## src/rtl/scan_code_display_buffer.sv

```systemverilog
// PS/2 scan-code stream to multi-digit seven-segment buffer: strips F0/E0 prefixes,
// shifts letters/space in at digit 0, and handles backspace and escape edits.
module scan_code_display_buffer #(
  parameter int NUM_DIGITS = 8,
  parameter int ACTIVE_LOW = 1,
  parameter int FULL_MODE  = 0
) (
  input  logic                    clock,
  input  logic                    reset_n,
  input  logic [7:0]              scan_code,
  input  logic                    scan_valid,
  output logic [7*NUM_DIGITS-1:0] seg_out,
  output logic [4:0]              char_count,
  output logic                    char_valid,
  output logic [4:0]              char_code,
  output logic                    overflow
);

  typedef enum logic [1:0] {IDLE, BREAK, EXT, EXT_BREAK} state_t;

  // Digits are stored already in output polarity, so BLANK is the unlit pattern.
  localparam logic [6:0] BLANK     = (ACTIVE_LOW != 0) ? 7'h7F : 7'h00;
  localparam logic [4:0] FULL_CNT  = 5'(NUM_DIGITS);
  localparam logic [4:0] NO_LETTER = 5'd31;

  function automatic logic [4:0] letter_idx(input logic [7:0] c);
    case (c)
      8'h1C: return 5'd0;   8'h32: return 5'd1;   8'h21: return 5'd2;
      8'h23: return 5'd3;   8'h24: return 5'd4;   8'h2B: return 5'd5;
      8'h34: return 5'd6;   8'h33: return 5'd7;   8'h43: return 5'd8;
      8'h3B: return 5'd9;   8'h42: return 5'd10;  8'h4B: return 5'd11;
      8'h3A: return 5'd12;  8'h31: return 5'd13;  8'h44: return 5'd14;
      8'h4D: return 5'd15;  8'h15: return 5'd16;  8'h2D: return 5'd17;
      8'h1B: return 5'd18;  8'h2C: return 5'd19;  8'h3C: return 5'd20;
      8'h2A: return 5'd21;  8'h1D: return 5'd22;  8'h22: return 5'd23;
      8'h35: return 5'd24;  8'h1A: return 5'd25;
      default: return NO_LETTER;
    endcase
  endfunction

  function automatic logic [6:0] letter_glyph(input logic [4:0] idx);
    case (idx)
      5'd0:  return 7'h77;  5'd1:  return 7'h1F;  5'd2:  return 7'h4E;
      5'd3:  return 7'h3D;  5'd4:  return 7'h4F;  5'd5:  return 7'h47;
      5'd6:  return 7'h7B;  5'd7:  return 7'h37;  5'd8:  return 7'h30;
      5'd9:  return 7'h38;  5'd10: return 7'h07;  5'd11: return 7'h0E;
      5'd12: return 7'h54;  5'd13: return 7'h76;  5'd14: return 7'h7E;
      5'd15: return 7'h67;  5'd16: return 7'h73;  5'd17: return 7'h46;
      5'd18: return 7'h5B;  5'd19: return 7'h0F;  5'd20: return 7'h3E;
      5'd21: return 7'h1C;  5'd22: return 7'h2A;  5'd23: return 7'h31;
      5'd24: return 7'h3B;  5'd25: return 7'h6D;
      default: return 7'h00;
    endcase
  endfunction

  state_t     state_q;
  logic [6:0] digit_q [NUM_DIGITS];
  logic [4:0] count_q;
  logic       ovf_q;
  logic       cv_q;
  logic [4:0] cc_q;

  logic [4:0] idx;
  logic       is_letter;
  logic       is_char;
  logic       full;
  logic       accept;
  logic [6:0] new_glyph;

  assign idx       = letter_idx(scan_code);
  assign is_letter = (idx != NO_LETTER);
  assign is_char   = is_letter || (scan_code == 8'h29);
  assign full      = (count_q == FULL_CNT);
  assign accept    = !full || (FULL_MODE == 0);
  assign new_glyph = (is_letter ? letter_glyph(idx) : 7'h00) ^ BLANK;

  always_ff @(posedge clock) begin
    if (!reset_n) begin
      state_q <= IDLE;
      for (int i = 0; i < NUM_DIGITS; i++) digit_q[i] <= BLANK;
      count_q <= 5'd0;
      ovf_q   <= 1'b0;
      cv_q    <= 1'b0;
      cc_q    <= 5'd0;
    end else begin
      cv_q <= 1'b0;
      if (scan_valid) begin
        case (state_q)
          IDLE: begin
            if (scan_code == 8'hF0) begin
              state_q <= BREAK;
            end else if (scan_code == 8'hE0) begin
              state_q <= EXT;
            end else if (is_char) begin
              if (full) ovf_q <= 1'b1;
              if (accept) begin
                for (int i = NUM_DIGITS - 1; i > 0; i--) digit_q[i] <= digit_q[i-1];
                digit_q[0] <= new_glyph;
                if (!full) count_q <= count_q + 5'd1;
                cv_q <= is_letter;
                if (is_letter) cc_q <= idx;
              end
            end else if (scan_code == 8'h66) begin
              if (count_q != 5'd0) begin
                for (int i = 0; i < NUM_DIGITS - 1; i++) digit_q[i] <= digit_q[i+1];
                digit_q[NUM_DIGITS-1] <= BLANK;
                count_q <= count_q - 5'd1;
              end
            end else if (scan_code == 8'h76) begin
              for (int i = 0; i < NUM_DIGITS; i++) digit_q[i] <= BLANK;
              count_q <= 5'd0;
              ovf_q   <= 1'b0;
            end
          end
          BREAK, EXT_BREAK: state_q <= IDLE;
          EXT:     state_q <= (scan_code == 8'hF0) ? EXT_BREAK : IDLE;
          default: state_q <= IDLE;
        endcase
      end
    end
  end

  for (genvar g = 0; g < NUM_DIGITS; g++) begin : g_seg
    assign seg_out[7*g +: 7] = digit_q[g];
  end

  assign char_count = count_q;
  assign char_valid = cv_q;
  assign char_code  = cc_q;
  assign overflow   = ovf_q;

endmodule

```

## config.mk

```make
export PLATFORM = sky130hd
export DESIGN_NAME = scan_code_display_buffer
export DESIGN_NICKNAME = d
export VERILOG_FILES = /design/src/rtl/scan_code_display_buffer.sv
export SDC_FILE = /design/constraint.sdc
export NUM_CORES = 1
export LEC_CHECK = 0
export CAP_MARGIN = 0
export CORE_MARGIN = 2
export CORE_UTILIZATION = 25
export DETAILED_ROUTE_END_ITERATION = 16
export GPL_ROUTABILITY_DRIVEN = 0
export GPL_TIMING_DRIVEN = 1
export SYNTH_ARGS = -nofsm -noshare
export SYNTH_HDL_FRONTEND = slang
export SYNTH_SLANG_ARGS = --single-unit
```

## constraint.sdc

```tcl
create_clock -name clock -period 6.7 [get_ports clock]
set_input_delay 2.01 -clock clock [delete_from_list [all_inputs] [get_ports clock]]
set_output_delay 2.01 -clock clock [all_outputs]
set_load 0.02 [all_outputs]
```

# Yosys cells after proc, flatten, opt, wreduce, memory -nomap -nowiden
# Memory sizes are Yosys's and may differ from the RTL's.
# Index checks and enable logic that the tools add are counted.
[word_totals] wordCells=132 romBits=864 memories=3 input_bits=11 ram_bits=56 reg_bits=14
[memory_table] memory="(no name shown)" depth=128 width=5 rd=1 rd_ports_with_merged_regs=0 wr=0 line="27" rtl="case (c)"
[memory_table] memory="(no name shown)" depth=32 width=7 rd=1 rd_ports_with_merged_regs=0 wr=0 line="42" rtl="case (idx)"
[memory_table] memory="digit_q" depth=8 width=7 rd=8 rd_ports_with_merged_regs=0 wr=8 line="57" rtl="logic [6:0] digit_q [NUM_DIGITS];"
[classes] mux=65 bitwise=31 eq_ne=15 reduce_logical=11 addsub=2
[ops] cell="7-bit 2-to-1 mux" n=25
[ops] cell="1-bit 2-to-1 mux" n=30
[ops] cell="5-bit 2-to-1 mux" n=6
[ops] cell="1-bit OR" n=24
[ops] cell="8-bit by 7-bit == test with 1-bit output, second input constant" n=2
[ops] cell="8-bit == test, second input constant" n=2
[ops] cell="7-bit AND reduction" n=2
[ops] cell="8-bit by 6-bit == test with 1-bit output, second input constant" n=1
[ops] cell="7-bit inverter" n=1
[ops] cell="2-bit 2-to-1 mux" n=3
[ops] cell="1-bit inverter" n=6
[ops] cell="2-bit case mux with 3 select lines" n=1
[ops] cell="6-bit AND reduction" n=1
[ops] cell="6-bit OR reduction" n=1
[ops] cell="5-bit by 1-bit adder with 5-bit output, second input constant" n=1
[ops] cell="5-bit by 4-bit == test with 1-bit output, second input constant" n=1
[ops] cell="5-bit != test, second input constant" n=1
[ops] cell="5-bit nonzero test" n=1
[ops] cell="5-bit by 1-bit subtractor with 5-bit output, second input constant" n=1
[ops] cell="2-bit == test, second input constant" n=2
[ops] cell="2-bit != test, second input constant" n=2
[ops] cell="3-bit by 2-bit != test with 1-bit output, second input constant" n=1
[ops] cell="3-bit != test, second input constant" n=1
[ops] cell="3-bit nonzero test" n=1
[ops] cell="7 further kinds" n=7

# Longest topological paths before layout
# An unclocked memory read counts as a cell.
[logic_depth] ltp_word=14 depth_mapped=16

# Worst setup path before layout
# Ideal clock, no wire load.
[synth_timing] path_type="input to register" start="input port scan_code[1]" end="memory digit_q[1][3] (netlist: digit_q[0][10]) (enable)" cell_stages=13 required_time_ps=6272 setup_slack_ps=813 t_arrival_ps=5459 path_cell_list="inv_1 -> ha_1 -> ha_1 -> nor2_1 -> a21oi_1 -> o21ai_0 -> o21ai_2 -> inv_2 -> ha_1 -> nand4_1 -> nor4_2 -> o211a_1 -> o21ai_0"
[synth_lines] item="start, declared" line="10" rtl="input logic [7:0] scan_code,"
[synth_lines] item="end, declared" line="57"

==> metrics.yaml <==
clock_network:
  clock_sinks: 70
  cts_root_buf: "clkbuf_16"
  htreeDepth: 3
  clk_pin_slew_ns: 0.06
  cts_hold_buf: 0
  cts_tree: "yes"
  post_cts_buffers: 0
  numCtsBuffers: 9
  clockBufferDepth: 2
  insertion_delay_ns: 0.33
  cts_resized: 0
synthesis:
  ys_async_sr_fraction_pct: 0
  avgSynthCellArea_um2: 10.5
  yosys_register_bits: 70
  syn_inst: 418
  yosys_most_used_dff: "edfxtp_1"
  synth.cell_area_um2: 4380
  seq_area_frac_synth_pct: 41.6
  synth_cell_types: 81
  synth_enable_flop_cells: 42
  syn_nets: 446
  yosysWarnings: 0
timing:
  finalMaxSlewViolations: 0
  fmax_mhz: 166
  hold_ws_ns: 0.512
  rsz0062_at_grt: "no"
  hold_violations: 0
  tns_ns: 0
  worst_pin_slew_ns: 1.36
  setup_viol: 0
  post-route-min-period_ns: 6.02
  fin_worst_skew_ns: 0.00563
  fin_crit_sh_pct: 89.9
  max-slew-margin-rel_pct: 8.98
place:
  placed_area_um2: 5350
  hpwl_mm: 8.78
  placed_cells_incl_taps: 698
  port_buffers: 78
setup_path:
  cp.arrival_ns: 5.96
  start_kind: "input pin"
  critical_path_class: "input pin to flip-flop"
  crit_path_max_fanout: 14
  worst_ep_required_time_ns: 6.64
  endpoint_kind: "flip-flop"
global_route:
  grt_max_degree: 44
  grt_pass1_vias: 3560
  track_usage_pct: 12.7
  grt_pass1_wl_mm: 18.8
  grt_overflow: 0
  antenna_found_initial: 0
floorplanning:
  ios: 79
  chipWidth_um: 136
  start_util_pct: 25.4
  die_h_um: 136
  row_count: 48
  core_area_um2: 17200
  die-area_um2: 18600
finish:
  fin_util_pct: 32.9
  mostFrequentLayoutCells: "clkdlybuf4s50_1, o22a_1, edfxtp_1, dfxtp_1, nand2_1"
  final_area_um2: 5680
  syn2layout_area_growth_pct: 29.6
  nNetsFinal: 512
  final_common_cell: "clkdlybuf4s50_1"
  layout-drive-gt1-share_pct: 11.2
  num-fill-cells: 1706
  diodes: 0
  fin_cells: 714
route:
  via_count: 3742
  drt_first_pass_iters: 5
  wl_per_cell_um: 17.0
  avgViaCountPerCell: 5.24
  ant_nets: 0
  route.detailed.drc: 0
  drt_iter0_markers: 234
  drt_wl_total_mm: 12.1
status:
  status: "completed"
min_path:
  hold_class: "flip-flop to flip-flop"
pwr:
  pwr-share-clk_pct: 43.2
  swShare_pct: 27.6
  p_per_area_nw_per_um2: 204
  total_leakage_power_uw: 0.00181
  switchingPower_uw: 319
  combPwrFrac_pct: 15.7
  p_seq_share_pct: 41.1
  internal-power_uw: 837
  vdd_drop_max_mv: 0.123
run:
  cap_violations: 0
## power by group through the flow
stage / combinational (uW) / clock, uW / sequential, uW
5_1_grt: 197 / 523 / 477
6_report: 182 / 499 / 476
3_5_place_dp: 179 / 0 / 485
4_1_cts: 180 / 509 / 476
2_1_floorplan: 119 / 0 / 490
3_3_place_gp: 177 / 0 / 485
## metal layers
layer  share of wire [%]  GRT usage, %  wire length, um  vias to the layer above
li1                    -             -                -                     1762
met1                  46          16.8             5590                     1826
met2                  47          20.7             5720                      136
met3                 5.5          3.28              664                       18
met4                 1.3          3.47              161                        0
met5                   0             0                0                        -
## worst paths after layout
check / slack (ns) / end / from / depth (start not counted)
setup / recovery: 0.68 / digit_q[1][17]$_DFFE_PP_ / scan_code[1] / 14
hold reg to reg: 0.51 / overflow$_SDFFE_PN0P_ / overflow$_SDFFE_PN0P_ / 2
setup reg to reg: 3.93 / digit_q[1][17]$_DFFE_PP_ / char_count[0]$_SDFFE_PN0P_ / 5
hold / removal: 0.51 / overflow$_SDFFE_PN0P_ / overflow$_SDFFE_PN0P_ / 2
## area by class of cell
type	instances	area (um^2)	share of cell area (%)
clock buffer	11	275	4.85
clock inverter	5	46.3	0.816
inverter	15	56.3	0.992
multi-input combinational	299	2310	40.6
sequential	70	1820	32.1
tap	225	282	4.96
timing repair buffer	89	888	15.7
## per-stage QoR
step	total power, uW	worst slack (ns)
5_1_grt	1200	0.405
4_1_cts	1160	0.787
2_1_floorplan	608	0.813
6_report	1160	0.680
3_3_place_gp	662	0.571
3_5_place_dp	664	0.451
## worst max-delay path: stages
cell	delay, ns
clkdlybuf4s50_1	0.54
inv_1	0.18
ha_1	0.30
ha_1	0.26
nor2_1	0.06
a21oi_1	0.15
o21ai_0	0.13
o21ai_2	0.47
inv_2	0.20
ha_1	0.25
nand4_1	0.09
nor4_2	0.08
o211a_1	0.20
o21ai_1	1.04
## logic make-up after synthesis
family          Yosys count  share of synthesized area, %
xor+xnor                  2                         0.400
compound gates          159                          29.8
fa+ha+maj                17                          4.86
flops                    70                          41.6
buf+inv                  49                          5.83
simple gates            107                          14.0
mux                      14                          3.57
## state kept, by name (all words and copies together) (netlist names)
| name | cells |
|---|---|
| char_count | 5 |
| state_q | 2 |
| char_code | 5 |
| overflow | 1 |
| char_valid | 1 |
| digit_q | 56 |
## cell usage after synthesis, types with 6 or more instances
master    number  area [um^2]
o22a_1        46          403
edfxtp_1      42         1260
dfxtp_1       28          561
nand2_1       23         86.3
nor2_1        20         75.1
a21oi_1       19         95.1
o21ai_0       18         90.1
ha_1          17          213
buf_2         15         75.1
inv_1         14         52.6
o21a_1        14          105
clkbuf_1      10         37.5
mux2i_1       10          100
or3_1         10         62.6
nand3_1        8         40.0
nor3_1         7         35.0
o211ai_1       7         52.6
nor2b_1        6         37.5
Power figures use the tool's default switching activity.
